===== config.mk =====
export PLATFORM = sky130hd
export DESIGN_NAME = gmii_rx_frame_check
export DESIGN_NICKNAME = d
export VERILOG_FILES = /design/src/rtl/gmii_pkg.sv /design/src/rtl/eth_crc32_d8.sv /design/src/rtl/gmii_rx_frame_check.sv
export SDC_FILE = /design/constraint.sdc
export NUM_CORES = 1
export LEC_CHECK = 0
export CORE_UTILIZATION = 61
export CTS_CLUSTER_SIZE = 12
export DETAILED_ROUTE_END_ITERATION = 12
export PLACE_DENSITY = 0.84
export SLEW_MARGIN = 10
export SYNTH_ARGS = -nofsm -noshare
export SYNTH_HDL_FRONTEND = slang
export SYNTH_SLANG_ARGS = --single-unit

===== constraint.sdc =====
create_clock -name gmii_rx_clk -period 6.15 [get_ports gmii_rx_clk]
set_clock_uncertainty 0.2 [all_clocks]
set_input_delay 0.9225 -clock gmii_rx_clk [delete_from_list [all_inputs] [get_ports gmii_rx_clk]]
set_output_delay 0.9225 -clock gmii_rx_clk [all_outputs]
set_load 0.005 [all_outputs]

===== src/rtl/gmii_pkg.sv =====
// Shared constants and types for the GMII receive frame checker.
package gmii_pkg;

  localparam logic [7:0]  PREAMBLE_BYTE = 8'h55;
  localparam logic [7:0]  SFD_BYTE      = 8'hD5;
  localparam logic [31:0] CRC_INIT      = 32'hFFFFFFFF;
  localparam logic [31:0] CRC_RESIDUE   = 32'hDEBB20E3;
  localparam logic [31:0] CRC_POLY      = 32'hEDB88320;

  typedef enum logic [1:0] {IDLE, PRE, DATA, DROP} rx_state_e;

  // Bit positions inside the 3-bit frame status.
  localparam int unsigned ST_CRC_ERR = 0;
  localparam int unsigned ST_PHY_ERR = 1;
  localparam int unsigned ST_LEN_ERR = 2;

  localparam int unsigned LEN_W     = 11;
  localparam int unsigned DLY_DEPTH = 5;

endpackage


===== src/rtl/eth_crc32_d8.sv =====
// Combinational reflected CRC-32 update for one byte, LSB first.
module eth_crc32_d8
  import gmii_pkg::*;
(
  input  logic [31:0] crc,
  input  logic [7:0]  data,
  output logic [31:0] crc_next
);

  logic [31:0] c;

  always_comb begin
    c = crc ^ {24'h0, data};
    for (int i = 0; i < 8; i++) begin
      c = c[0] ? ((c >> 1) ^ CRC_POLY) : (c >> 1);
    end
    crc_next = c;
  end

endmodule


===== src/rtl/gmii_rx_frame_check.sv =====
// GMII receive frame checker: strips preamble/SFD and FCS, checks CRC, length and
// PHY errors, and emits a marked byte stream with per-frame status and statistics.
module gmii_rx_frame_check
  import gmii_pkg::*;
#(
  parameter int unsigned MIN_LEN = 64,
  parameter int unsigned MAX_LEN = 1522,
  parameter int unsigned CNT_W   = 16
) (
  input  logic             gmii_rx_clk,
  input  logic             rx_rst,
  input  logic [7:0]       gmii_rxd,
  input  logic             gmii_rx_dv,
  input  logic             gmii_rx_er,
  output logic [7:0]       m_data,
  output logic             m_valid,
  output logic             m_sof,
  output logic             m_eof,
  output logic [2:0]       m_status,
  output logic [CNT_W-1:0] good_cnt,
  output logic [CNT_W-1:0] bad_cnt
);

  localparam logic [LEN_W-1:0] MinLen = LEN_W'(MIN_LEN);
  localparam logic [LEN_W-1:0] MaxLen = LEN_W'(MAX_LEN);
  localparam logic [2:0]       Full   = 3'(DLY_DEPTH);

  rx_state_e        state;
  logic [31:0]      crc;
  logic [31:0]      crc_next;
  logic [LEN_W-1:0] len;
  logic             phy_err;
  logic             sof_pending;
  logic [2:0]       fill;
  logic [7:0]       dly [DLY_DEPTH];
  logic [2:0]       status;
  logic             shift_en;

  eth_crc32_d8 u_crc (
    .crc      (crc),
    .data     (gmii_rxd),
    .crc_next (crc_next)
  );

  assign shift_en = (state == DATA) && gmii_rx_dv;

  always_comb begin
    status             = '0;
    status[ST_CRC_ERR] = (crc != CRC_RESIDUE);
    status[ST_PHY_ERR] = phy_err;
    status[ST_LEN_ERR] = (len < MinLen) || (len > MaxLen);
  end

  // The last 4 bytes held here at end of frame are the FCS and are never emitted.
  always_ff @(posedge gmii_rx_clk) begin
    if (shift_en) begin
      dly[0] <= gmii_rxd;
      for (int i = 1; i < DLY_DEPTH; i++) dly[i] <= dly[i-1];
    end
  end

  always_ff @(posedge gmii_rx_clk) begin
    if (rx_rst) begin
      // Start in DROP so a frame already in flight is ignored until dv falls.
      state       <= DROP;
      crc         <= CRC_INIT;
      len         <= '0;
      phy_err     <= 1'b0;
      sof_pending <= 1'b0;
      fill        <= '0;
      m_data      <= '0;
      m_valid     <= 1'b0;
      m_sof       <= 1'b0;
      m_eof       <= 1'b0;
      m_status    <= '0;
      good_cnt    <= '0;
      bad_cnt     <= '0;
    end else begin
      m_valid  <= 1'b0;
      m_sof    <= 1'b0;
      m_eof    <= 1'b0;
      m_status <= '0;
      unique case (state)
        IDLE, PRE: begin
          if (!gmii_rx_dv) begin
            state <= IDLE;
          end else if (gmii_rxd == SFD_BYTE) begin
            state       <= DATA;
            crc         <= CRC_INIT;
            len         <= '0;
            phy_err     <= 1'b0;
            fill        <= '0;
            sof_pending <= 1'b1;
          end else if (gmii_rxd == PREAMBLE_BYTE) begin
            state <= PRE;
          end else begin
            state <= DROP;
          end
        end
        DATA: begin
          if (gmii_rx_dv) begin
            crc <= crc_next;
            if (len != '1) len <= len + 1'b1;
            if (gmii_rx_er) phy_err <= 1'b1;
            if (fill == Full) begin
              m_valid     <= 1'b1;
              m_data      <= dly[DLY_DEPTH-1];
              m_sof       <= sof_pending;
              sof_pending <= 1'b0;
            end else begin
              fill <= fill + 3'd1;
            end
          end else begin
            state <= IDLE;
            fill  <= '0;
            if (fill == Full) begin
              m_valid  <= 1'b1;
              m_data   <= dly[DLY_DEPTH-1];
              m_sof    <= sof_pending;
              m_eof    <= 1'b1;
              m_status <= status;
            end
            if ((fill == Full) && (status == '0)) good_cnt <= good_cnt + 1'b1;
            else                                  bad_cnt  <= bad_cnt + 1'b1;
          end
        end
        DROP: begin
          if (!gmii_rx_dv) state <= IDLE;
        end
        default: state <= IDLE;
      endcase
    end
  end

endmodule


==> results.ini, run 1 <==
[outcome]
run_status=finished clean

[synth]
syn_area_sq_mm=0.00590
yosysTopAreaCellShare_pct=32.6
synth_top_area_cell=dfxtp_1
synth_nets=592
ys_top_cells_by_area=dfxtp_1 (33%), edfxtp_1 (20%), xnor2_1 (9.8%)
synthFlopType=dfxtp_1
synth_edf_count=40
synth_cells=575
ys_seq_area_share_pct=52.9
postSynthAreaPerCell_sq_um=10.3
yosys_warnings=0
yosysUniqueCellTypes=48
synth-async-reset-ratio_pct=0
ys_ff_latch=136

[clock_network]
cts_setup_buffers=0
hold_buffers=0
clk_latency_ps=530
root_buffer=clkbuf_8
clk_pin_slew_ps=60
ctsResizeCount=0
clock-sinks=136
cts_max_path_buffers=2
htreeDepth=4
cts_buffers=17
cts_tree=built

[timing]
worst_pin_slew_ps=1030
hold_viol_final=0
fin_setup_tns_ps=0
rsz0062_at_grt=false
whs_ps=217
drv_slew=0
fmax_mhz=260
finalCritPeriodShare_pct=62.6
maxSlewHeadroom_pct=31.4
fin_ws_ps=2300
min_period_ps=3850
setup_viol=0

[worst_setup_path]
critPathMaxFanout=29
reg2regPathDepth=6
timing.rr.end=good_cnt[13]
arrival_ps=4030
start_kind=input pin
rr_startpoint=crc[12]
critPathRequiredTime_ps=6330
worstSetupPathType=input pin to register
endpoint_kind=register
reg2reg_slack_ps=2690

[placement]
dp_hpwl_microns=8560
place_ws_ps=2100
gp_congestion=0.926
portBuffers=57

[routing]
drc=0
wirelength_microns=13900
vias=4696
avgRoutedWirePerCell_microns=17.9
drt_first_pass_iters=6
avgViaCountPerCell=6.08
drtIter0Drc=376
antenna_left=0

[finish]
insertedDiodeCount=0
area_growth_pct=20.9
layout-drive-gt1-share_pct=7.30
finish.net_count=648
n_fill_cell=602

[power]
switching_share_pct=27.8
p_seq_share_pct=44.2
leakage_nw=2.44
p_comb_share_pct=11.9
intPower_mw=1.58
vdd.ir_drop.worst_v=0.000244
clkPwrFrac_pct=43.9
power.density_mw_per_mm2=306
p_sw_mw=0.607

[global_route]
grt_max_degree=80
grt_overflow=0
antenna_found_initial=0
grt_usage_pct=28.8
grt_pass1_wl_microns=22200
grt_pass1_vias=4542

[floorplan]
dieArea_sq_mm=0.0101
rows=35
core_area_sq_mm=0.00933
die_w_microns=100
die_h_microns=100
start_util_pct=63.3
ios=58

[worst_hold_path]
whs_endpoint=dly[2][2]
holdCritPathClass=register to register
worstHoldStart=dly[1][2]
hold_depth=0

[job]
max_cap_violations=0

-- cells in the mapped netlist, drive strengths merged (2+ instances only) --
cell	count
o41ai	3
xor2	24
dfxtp	96
o211ai	5
and3	9
clkbuf	20
mux2i	2
nand3	18
or4	11
a31oi	2
nand2b	19
o31ai	10
nor2b	5
and2	6
nand4	8
xnor2	66
inv	11
nor2	44
buf	4
edfxtp	40
nand2	38
or4b	2
a21oi	37
or2	3
nand4bb	2
nor4	10
mux2	3
o21ai	9
ha	5
o21bai	7
o22ai	15
and4	4
nand4b	5
nor3	14
or3	7
a221o	2
a211o	3
-- power by group through the flow --
stage / logic (mW) / registers, mW / clock network (mW)
after floorplan: 0.198 / 0.978 / 0
after global placement: 0.243 / 0.983 / 0
after detailed placement: 0.247 / 0.984 / 0
after CTS: 0.255 / 0.965 / 0.964
after global routing: 0.278 / 0.967 / 0.999
final: 0.261 / 0.966 / 0.960
-- sequential cells by signal (all words and copies together) (netlist names), 2 cells and up --
register	cells
crc	32
state	2
m_data	8
dly	40
good_cnt	16
len	11
bad_cnt	16
fill	3
m_status	3
-- how the worst max path moves through the flow --
stage / start / endpoint / slack (ps) / cells past startpoint
6_report: gmii_rxd[5] / len[0] / 2300 / 7
5_1_grt: gmii_rxd[5] / len[0] / 2080 / 7
4_1_cts: gmii_rxd[5] / len[0] / 2370 / 7
3_5_place_dp: gmii_rxd[5] / len[0] / 2100 / 7
3_3_place_gp: gmii_rxd[5] / len[0] / 2250 / 7
2_1_floorplan: gmii_rx_dv / crc[21] / 3220 / 5
-- routing by layer --
| layer | routed length (microns) | GRT usage [%] | part of all wire (%) | up-vias |
|---|---|---|---|---|
| li1 | - | - | - | 2166 |
| met1 | 5590 | 34.4 | 40 | 2277 |
| met2 | 7040 | 50.2 | 51 | 222 |
| met3 | 915 | 6.06 | 6.6 | 31 |
| met4 | 316 | 13.0 | 2.3 | 0 |
| met5 | 0 | 0 | 0 | - |
-- cells by family (layout without fill, tap and decap cells) --
logic type / count (synthesis) / in the layout / synth area share, %
XOR/XNOR: 90 / 90 / 13.6
AO/OA/AOI/OAI: 98 / 98 / 10.5
AND/OR/NAND/NOR: 206 / 206 / 18.8
flip-flops: 136 / 136 / 52.9
multiplexers: 5 / 5 / 0.911
buffers and inverters: 35 / 104 / 2.27
adder cells (fa/ha/maj): 5 / 5 / 1.06
-- final cells by class --
type                       instances  area [sq um]  area share [%]
sequential                       136          3120            43.8
multi-input combinational        404          2650            37.1
timing repair buffer              61           596            8.35
clock buffer                      17           414            5.80
tap                              129           161            2.26
clock inverter                    15           154            2.16
inverter                          11          41.3           0.579
-- stage by stage --
stage                     instances  cell area (sq um)  util [%]  power (mW)
after detailed placement        741               6570      70.4        1.23
final                           773               7140      76.5        2.19
after floorplan                 575               5900         -        1.18
after CTS                       773               7140      76.5        2.18
after global placement          741               6570      70.4        1.23
after global routing            773               7140      76.5        2.24
-- critical path, stage by stage --
cell	delay, ps
clkdlybuf4s50_1	510
nand4bb_1	370
o41ai_1	620
and2_1	900
o21ai_0	390
a21oi_1	260
nor2_1	50
-- layout by cell type, fill, tap and decap left out, drive strengths merged, types with 3 or more instances in the layout --
master	n
nor2b	5
clkinv	5
nor4	10
or2	3
nand4	8
dfxtp	96
and2	6
inv	21
o41ai	3
nand2b	19
o31ai	10
o211ai	5
nand4b	5
and3	9
a21oi	37
buf	5
or4	11
xnor2	66
nor2	44
nor3	14
or3	7
clkbuf	17
nand2	38
nand3	18
ha	5
o21bai	7
and4	4
edfxtp	40
mux2	3
xor2	24
clkdlybuf4s50	56
o21ai	9
o22ai	15
a211o	3
Power figures use the tool's default switching activity.
==> inputs of run 2 (changes only) <==
- CORE_UTILIZATION: 61 -> 51
- PLACE_DENSITY: 0.84 -> 0.75
- clock period: 6.15 -> 3.5 ns (I/O delays scaled with it)
==> results.ini, run 2 (same netlist as run 1, synthesis figures left out) <==
[timing]
finalCritPeriodShare_pct=89.1
drv_slew=0
maxSlewHeadroom_pct=43.0
setup_viol=0
worst_pin_slew_ps=851
rsz0062_at_grt=false
min_period_ps=3120
fmax_mhz=321
fin_setup_tns_ps=0
hold_viol_final=0

[worst_setup_path]
worstSetupPathType=register to register
crit_slowest_cell=or4b_1
worstPathCellList=or4b_1, nor4_2, nand3_1, or3_1, or4_1, a21oi_1
arrival_ps=3250
critPathRequiredTime_ps=3630
slowest_delay_ps=550
endpoint_kind=register
critPathMaxFanout=9
crit_family=simple AND/OR/NAND/NOR gates
start_kind=register
path_buf_inv=0

[global_route]
antenna_found_initial=0
grt_overflow=0
grt_max_degree=42
grt_pass1_vias=4259
grt_usage_pct=22.7
grt_pass1_wl_microns=20700

[finish]
insertedDiodeCount=0
regMostFlops=dly
area_growth_pct=23.7
layout_common_cells=dfxtp_1 (96), xnor2_1 (66), clkdlybuf4s50_1 (56), nor2_1 (44), edfxtp_1 (40)
reg_top3=dly x40, crc x32
fin_util_pct=65.9
final_common_cell=dfxtp_1
final_cells=796
layout-drive-gt1-share_pct=8.23
largest_register_ffs=40
finish.net_count=660
final_area_sq_mm=0.00730

[outcome]
run_status=finished clean

[placement]
gp_congestion=0.967
placed_area_sq_mm=0.00667
portBuffers=57
dp.cells=764
dp_hpwl_microns=8620

[routing]
vias=4465
wirelength_microns=12500
avgRoutedWirePerCell_microns=15.7
drt_first_pass_iters=4
drtIter0Drc=324
avgViaCountPerCell=5.61
drc=0
antenna_left=0

[worst_hold_path]
holdCritPathClass=register to register

[clock_network]
cts_max_path_buffers=2
clk_latency_ps=410
root_buffer=clkbuf_16
clk_pin_slew_ps=60
cts_tree=built
clock-sinks=136
ctsResizeCount=0
hold_buffers=0
htreeDepth=4
cts_buffers=17
cts_setup_buffers=0

[floorplan]
dieArea_sq_mm=0.0120
rows=38
core_area_sq_mm=0.0111
ios=58
die_h_microns=110
start_util_pct=53.3
die_w_microns=110

[power]
power.density_mw_per_mm2=555
p_total_mw=4.05
vdd.ir_drop.worst_v=0.000308
leakage_nw=2.52

[job]
max_cap_violations=0

run 2: final timing paths:
check | startpoint | to | slack, ps | depth (start not counted)
worst max-delay path | crc[12] | good_cnt[11] | 380 | 6
worst min-delay path | dly[2][3] | dly[3][3] | 220 | 0
worst max register to register | crc[12] | good_cnt[11] | 380 | 6
worst min register to register | dly[2][3] | dly[3][3] | 220 | 0
run 2: per-layer routing:
| layer | part of all wire, % | GRT usage, % |
|---|---|---|
| met3 | 3.6 | 5.28 |
| met1 | 44 | 27.6 |
| met2 | 50 | 39.0 |
| met5 | 0 | 0 |
| met4 | 2.0 | 9.14 |
run 2: worst register-to-register path, delay by kind of cell, from the launching register on:
family,cells,cell delay [ps]
flops,1,350
simple gates,5,2320
compound gates,1,160
run 2: per-stage QoR:
| step | setup slack [ps] | hold WS, ps |
|---|---|---|
| floorplan | 797 | 200 |
| detailed placement | 313 | 205 |
| CTS | 369 | 220 |
| global placement | 353 | 200 |
| global route | 228 | 222 |
| finish | 382 | 216 |
run 2: report_power, final:
group / internal [mW] / switching, mW / total (mW)
sequential: 1.66 / 0.0329 / 1.70
clock: 1.28 / 0.620 / 1.90
combinational: 0.210 / 0.247 / 0.458
run 2: final cells by class:
cell class | count | area [sq um]
fillers | 830 | 3770
flip-flops and latches | 136 | 3120
multi-input cells | 404 | 2650
repair buffers | 73 | 686
clock buffers | 22 | 454
clock inverters | 10 | 178
well taps | 140 | 175
inverters | 11 | 41.3
